## src/rtl/uart_pkg.sv

```systemverilog
// Shared UART definitions: state encoding and default frame parameters.
package uart_pkg;

    localparam int unsigned DBIT_DEF    = 8;
    localparam int unsigned OVS_DEF     = 16;
    localparam int unsigned SB_TICK_DEF = 16;

    typedef enum logic [1:0] {
        IDLE  = 2'b00,
        START = 2'b01,
        DATA  = 2'b10,
        STOP  = 2'b11
    } uart_state_e;

    // Larger of two unsigned values, used to size shared counters.
    function automatic int unsigned max_u(input int unsigned a, input int unsigned b);
        return (a > b) ? a : b;
    endfunction

endpackage

```

## src/rtl/uart_tx.sv

```systemverilog
// UART transmitter: 8N1 framing, LSB first, paced by a 16x oversampling tick.
module uart_tx
    import uart_pkg::*;
#(
    parameter int unsigned DBIT    = DBIT_DEF,
    parameter int unsigned OVS     = OVS_DEF,
    parameter int unsigned SB_TICK = SB_TICK_DEF
) (
    input  logic            clk,
    input  logic            rst,
    input  logic            s_tick,
    input  logic            tx_start,
    input  logic [DBIT-1:0] din,
    output logic            tx,
    output logic            busy,
    output logic            tx_done_tick
);

    localparam int unsigned S_MAX = max_u(OVS, SB_TICK);
    localparam int unsigned SW    = (S_MAX > 1) ? $clog2(S_MAX) : 1;
    localparam int unsigned NW    = (DBIT > 1) ? $clog2(DBIT) : 1;

    uart_state_e     state_q, state_d;
    logic [SW-1:0]   s_q, s_d;
    logic [NW-1:0]   n_q, n_d;
    logic [DBIT-1:0] shreg_q, shreg_d;
    logic            tx_q, tx_d;
    logic            busy_q, busy_d;
    logic            done_q, done_d;

    // Next-state and datapath: counters only move on s_tick outside IDLE.
    always_comb begin
        state_d = state_q;
        s_d     = s_q;
        n_d     = n_q;
        shreg_d = shreg_q;
        tx_d    = tx_q;
        done_d  = 1'b0;

        unique case (state_q)
            IDLE: begin
                tx_d = 1'b1;
                if (tx_start) begin
                    shreg_d = din;
                    s_d     = '0;
                    state_d = START;
                    tx_d    = 1'b0;
                end
            end
            START: begin
                if (s_tick) begin
                    if (s_q == SW'(OVS - 1)) begin
                        s_d     = '0;
                        n_d     = '0;
                        state_d = DATA;
                        tx_d    = shreg_q[0];
                    end else begin
                        s_d = s_q + SW'(1);
                    end
                end
            end
            DATA: begin
                if (s_tick) begin
                    if (s_q == SW'(OVS - 1)) begin
                        s_d     = '0;
                        shreg_d = shreg_q >> 1;
                        if (n_q == NW'(DBIT - 1)) begin
                            state_d = STOP;
                            tx_d    = 1'b1;
                        end else begin
                            n_d  = n_q + NW'(1);
                            tx_d = shreg_d[0];
                        end
                    end else begin
                        s_d = s_q + SW'(1);
                    end
                end
            end
            STOP: begin
                if (s_tick) begin
                    if (s_q == SW'(SB_TICK - 1)) begin
                        s_d     = '0;
                        state_d = IDLE;
                        done_d  = 1'b1;
                    end else begin
                        s_d = s_q + SW'(1);
                    end
                end
            end
            default: state_d = IDLE;
        endcase

        busy_d = (state_d != IDLE);
    end

    // State and output registers; reset abandons any frame and idles the line.
    always_ff @(posedge clk) begin
        if (rst) begin
            state_q <= IDLE;
            s_q     <= '0;
            n_q     <= '0;
            shreg_q <= '0;
            tx_q    <= 1'b1;
            busy_q  <= 1'b0;
            done_q  <= 1'b0;
        end else begin
            state_q <= state_d;
            s_q     <= s_d;
            n_q     <= n_d;
            shreg_q <= shreg_d;
            tx_q    <= tx_d;
            busy_q  <= busy_d;
            done_q  <= done_d;
        end
    end

    assign tx           = tx_q;
    assign busy         = busy_q;
    assign tx_done_tick = done_q;

endmodule

```

## config.mk

```make
export PLATFORM = sky130hd
export DESIGN_NAME = uart_tx
export DESIGN_NICKNAME = d
export VERILOG_FILES = /design/src/rtl/uart_pkg.sv /design/src/rtl/uart_tx.sv
export SDC_FILE = /design/constraint.sdc
export NUM_CORES = 1
export LEC_CHECK = 0
export CORE_ASPECT_RATIO = 1.4
export CORE_MARGIN = 3
export CORE_UTILIZATION = 45
export CTS_BUF_LIST = sky130_fd_sc_hd__clkbuf_16
export DETAILED_ROUTE_END_ITERATION = 10
export MAX_ROUTING_LAYER = met4
export PLACE_DENSITY = 0.77
export SYNTH_ARGS = -nofsm -noshare
export SYNTH_HDL_FRONTEND = slang
export SYNTH_SLANG_ARGS = --single-unit
```

## constraint.sdc

```tcl
create_clock -name clk -period 2.32 [get_ports clk]
set_clock_uncertainty 0.15 [all_clocks]
set_input_delay 0.696 -clock clk [delete_from_list [all_inputs] [get_ports clk]]
set_output_delay 0.696 -clock clk [all_outputs]
set_load 0.03 [all_outputs]
```

# After elaboration in Yosys (flattened, before gate mapping)
# Cells that the tools add are included.
# W data, S select, Z words.
dict set report classes {
  n_addsub 2
  multipliers 0
  div_mod_pow 0
  order_cmp 0
  eq_ne 12
  n_shift 0
  mux 31
  bitwise_logic 2
  n_reduce_logical 11
}
# op count
set op_table {}
lappend op_table {{$mux W8} 3}
lappend op_table {{$mux W2} 8}
lappend op_table {{$pmux W8 S2} 1}
lappend op_table {{$mux W3} 5}
lappend op_table {{$mux W4} 3}
lappend op_table {{$ne A2 B2 Y1 const B} 6}
lappend op_table {{$pmux W2 S4} 1}
lappend op_table {{$pmux W4 S2} 1}
lappend op_table {{$mux W1} 7}
lappend op_table {{$pmux W3 S2} 1}
lappend op_table {{$reduce_and A6 Y1} 1}
lappend op_table {{$reduce_bool A2 Y1} 3}
lappend op_table {{$reduce_or A3 Y1} 2}
lappend op_table {{$reduce_and A5 Y1} 1}
lappend op_table {{$add A4 B1 Y4 const B} 1}
lappend op_table {{$eq A2 B2 Y1 const B} 2}
lappend op_table {{$eq A4 B4 Y1 const B} 1}
lappend op_table {{$reduce_and A4 Y1} 1}
lappend op_table {{$add A3 B1 Y3 const B} 1}
lappend op_table {{$eq A3 B3 Y1 const B} 1}
lappend op_table {{$pmux W1 S3} 1}
lappend op_table {{$reduce_bool A3 Y1} 1}
lappend op_table {{$eq A2 B1 Y1 const B} 1}
lappend op_table {{$logic_not A2 Y1} 1}
lappend op_table {{other kinds (3)} 4}
dict set report word_totals {
  reg_bits 20
  latch_bits 0
  ram_bits 0
  mem_bits_ro 0
  input_bits 12
  n_memories 0
}

# Logic depth before layout (Yosys ltp)
dict set report logic_depth {
  depth_word 6
  ltp_mapped 8
}

# Least setup slack after synthesis
# No wires, ideal clock.
dict set report synth_timing {
  path_kind {in2reg}
  startpoint {in s_tick}
  endpoint {reg shreg_q[0]}
  setup_ps 79
  arrival_time_ps 1759
  required_time_ps 2091
  setup_slack_ps 332
  stages 6
  path_cell_list {buf_2 > nand4_4 > a211oi_4 > buf_6 > nor2_1 > a211oi_2}
}
dict set report synth_via {
  elab_chain_len 2
}
# element line_no
set synth_rtl {}
lappend synth_rtl {{from (decl)} uart_tx.sv:11} ;# input logic s_tick,
lappend synth_rtl {{$ne A2 B2 Y1 (no source line)} -}
lappend synth_rtl {{$reduce_and A4 Y1 (no source line)} -}
lappend synth_rtl {{to (signal assigned)} uart_tx.sv:110} ;# shreg_q <= shreg_d;
lappend synth_rtl {{to (decl)} uart_tx.sv:26} ;# logic [DBIT-1:0] shreg_q, shreg_d;
# Every way passes these cells.
# A chain may end at the register's enable or synchronous reset.

# Final worst setup path
dict set report layout_timing {
  startpoint {in s_tick}
  endpoint {reg tx_q, in the netlist tx}
}
dict set report layout_via {
  elab_chain_len 2
  word_cells_on_any_way 3
  classes_between {eq/ne (2); reduce/logical (1)}
}
# element line_no
set layout_rtl {}
lappend layout_rtl {{$ne A2 B2 Y1 (no source line)} -}
lappend layout_rtl {{$reduce_and A5 Y1 (no source line) (*)} -}
lappend layout_rtl {{to (signal assigned)} uart_tx.sv:111} ;# tx_q <= tx_d;
lappend layout_rtl {{to (decl)} uart_tx.sv:27} ;# logic tx_q, tx_d;
# Mark *: on every way between the ends. The rest lies on a longest branch, timed or not.

==> metrics.cfg <==
[status]
status = finished, final reports clean

[place]
place_hpwl_um = 1730
portBuffers = 14
post-place-ws_ps = -42.4
dp.cells = 160
gp_congestion = 0.768

[worst_setup_path]
reg2reg_depth = 6
crit_path_end_kind = flip-flop
start_kind = input pin
r2r_end = busy
startpoint = s_tick
worstPathArrival_ps = 2100
required_ps = 2310
r2r_setup_slack_ps = 300
worstSetupPathType = in -> reg
cp_max_fo = 3
r2r_start = state_q[0]

[clock_tree]
htree_levels = 1
clock_path_buffers = 2
clk_pin_slew_ps = 50
cts_setup_buffers = 0
numCtsBuffers = 3
cts_hold_buf = 0
clkSinkCount = 20
clock_latency_ps = 250
cts_tree = done
cts-root-buf = clkbuf_16
cts_resized = 0

[timing]
setup_slack_ps = 203
hold_viol_final = 0
slew_headroom_pct = 72.3
worstMarginPinSlew_ps = 415
rsz0062_at_grt = no
min_period_ps = 2120
maxSlewViolCount = 0
max_freq_mhz = 472
fin_crit_sh_pct = 91.3
fin_hold_ws_ps = 314
setup_viol = 0

[synth]
ys_seq_elements = 20
syn-num-nets = 139
syn-cell-area_um2 = 1090
synth.distinct_cells = 34
synth_seq_area_share_pct = 36.8
synthCells = 120
avgSynthCellArea_um2 = 9.07
yosysWarnings = 0

[routing]
antenna_left = 0
vias = 949
drt-pass1-iter-count = 4
drcViolationCount = 0
routedWlPerCell_um = 13.6
via_per_inst = 5.82
drt-total-wl_um = 2220
drtIter0Drc = 14

[floorplanning]
initial_core_util_pct = 48.9
dieWidth_um = 47.6
ios = 15
dieArea_um2 = 3050
core_um2 = 2230
die_h_um = 64.2
rows = 20

[global_route]
grt_max_degree = 17
track_usage_pct = 17.4
grt_pass1_vias = 1007
grt_antenna_before_repair = 0
grt_pass1_wl_um = 4030
overflow = 0

[worst_hold_path]
holdPathStages = 2
hold-path-endpoint = n_q[1]
hold_start = n_q[1]
min_path_type = reg -> reg

[final_layout]
stdcell_count = 163
diodes = 0
nets = 162
area_growth_syn_to_layout_pct = 27.7
final_layout_size_suffix_gt1_share_pct = 13.5

[run]
maxCapViolCount = 0

[pwr]
ir_worst_vdd_mv = 0.479
leakage_nw = 0.539
p_per_area_nw_per_um2 = 623

worst max-delay path by stage:
stage | end | cells after the start | slack [ps]
finish | tx | 6 | 200
global route | shreg_q[4] | 6 | 110
CTS | shreg_q[5] | 6 | 210
detailed placement | tx | 6 | -40
global placement | tx | 6 | -4
floorplan | shreg_q[0] | 6 | 330
worst max-delay path, cell delays in order:
cell             delay (ps)
clkdlybuf4s50_1         530
nand4_4                 140
buf_4                   170
a21oi_1                 170
nor2b_1                  70
a311o_1                 310
Yosys cell counts:
master	number	share of area, %
dfxtp_1	20	37
nor3b_1	1	0.69
and4_1	1	0.80
nand3b_1	2	1.4
nor2b_1	4	2.3
clkbuf_1	4	1.4
nor4b_1	1	0.80
inv_1	4	1.4
or2_2	1	0.58
o21a_1	1	0.69
nand2b_1	3	1.7
buf_2	2	0.92
o21bai_1	1	0.69
a211oi_1	5	3.4
nand4_1	3	1.7
nand3_1	2	0.92
nand4_4	1	2.0
or4_1	1	0.69
o2bb2ai_1	1	0.80
and3_1	1	0.58
a221oi_1	1	0.80
ha_1	7	8.0
a311oi_1	2	1.6
a211oi_2	2	2.3
mux2i_1	8	7.4
a21oi_1	10	4.6
a311o_1	1	0.92
nand2_1	4	1.4
o21ai_0	7	3.2
nor2_1	15	5.2
a22oi_1	1	0.69
buf_6	1	1.0
a211oi_4	1	1.8
a32oi_1	1	0.80
state kept, by name, indices dropped and copies added (netlist names):
| name | cells |
|---|---|
| shreg_q | 8 |
| s_q | 4 |
| n_q | 3 |
| state_q | 2 |
| busy | 1 |
| tx | 1 |
| tx_done_tick | 1 |
layout make-up:
class,instances,area (um^2)
fill,201,837
tap,22,27.5
multi-input combinational,89,637
clock buffer,3,75.1
timing repair buffer,25,235
sequential,20,400
inverter,4,15.0
cells in the final DEF, fill, tap and decap left out:
cell type / netlist / final
nor2_1: 15 / 15
a211oi_1: 5 / 5
nand4_4: 1 / 1
nand2b_1: 3 / 3
o21a_1: 1 / 1
a221oi_1: 1 / 1
buf_4: 0 / 10
a22oi_1: 1 / 1
or4_1: 1 / 1
nor3b_1: 1 / 1
o21bai_1: 1 / 1
or2_2: 1 / 1
o21ai_0: 7 / 7
clkdlybuf4s50_1: 0 / 14
ha_1: 7 / 7
a21oi_1: 10 / 10
nand3b_1: 2 / 2
nor2b_1: 4 / 4
buf_12: 0 / 1
inv_1: 4 / 4
and3_1: 1 / 1
nor4b_1: 1 / 1
mux2i_1: 8 / 8
and4_1: 1 / 1
nand2_1: 4 / 4
clkbuf_16: 0 / 3
dfxtp_1: 20 / 20
a32oi_1: 1 / 1
a311oi_1: 2 / 2
nand4_1: 3 / 3
a211oi_2: 2 / 2
a311o_1: 1 / 1
a211oi_4: 1 / 1
o2bb2ai_1: 1 / 1
nand3_1: 2 / 2
per-stage QoR:
stage                     cell area [um^2]  power, mW  utilization (%)  TNS [ps]
after global placement                1320      0.525             59.0     -4.11
final                                 1390      0.866             62.4         0
after floorplan                       1090      0.473                -         0
after CTS                             1390      0.878             62.4         0
after global routing                  1390      0.909             62.4         0
after detailed placement              1320      0.531             59.0      -128
per-layer routing:
metal | GRT usage [%] | part of all wire, % | up-vias | wire length (um)
met2 | 32.0 | 56 | 17 | 1250
met1 | 19.2 | 41 | 449 | 904
met3 | 2.54 | 2.7 | 2 | 59
met5 | - | 0 | - | 0
met4 | 2.02 | 0.49 | 0 | 11
li1 | - | - | 481 | -
cells by family after synthesis:
family                     after synthesis  share of synthesized area, %
muxes                                    8                          7.36
DFF                                     20                          36.8
adders and majority gates                7                          8.05
AOI/OAI and AO/OA                       34                          22.4
buffers and inverters                   11                          4.71
and+or+nand+nor                         40                          20.7
power breakdown:
group	leakage, nW	switching [mW]	internal [mW]
sequential	0.164	0.0125	0.366
clock	0.0370	0.116	0.227
combinational	0.338	0.0700	0.0747
No activity file was read; power rests on OpenSTA's default activity.
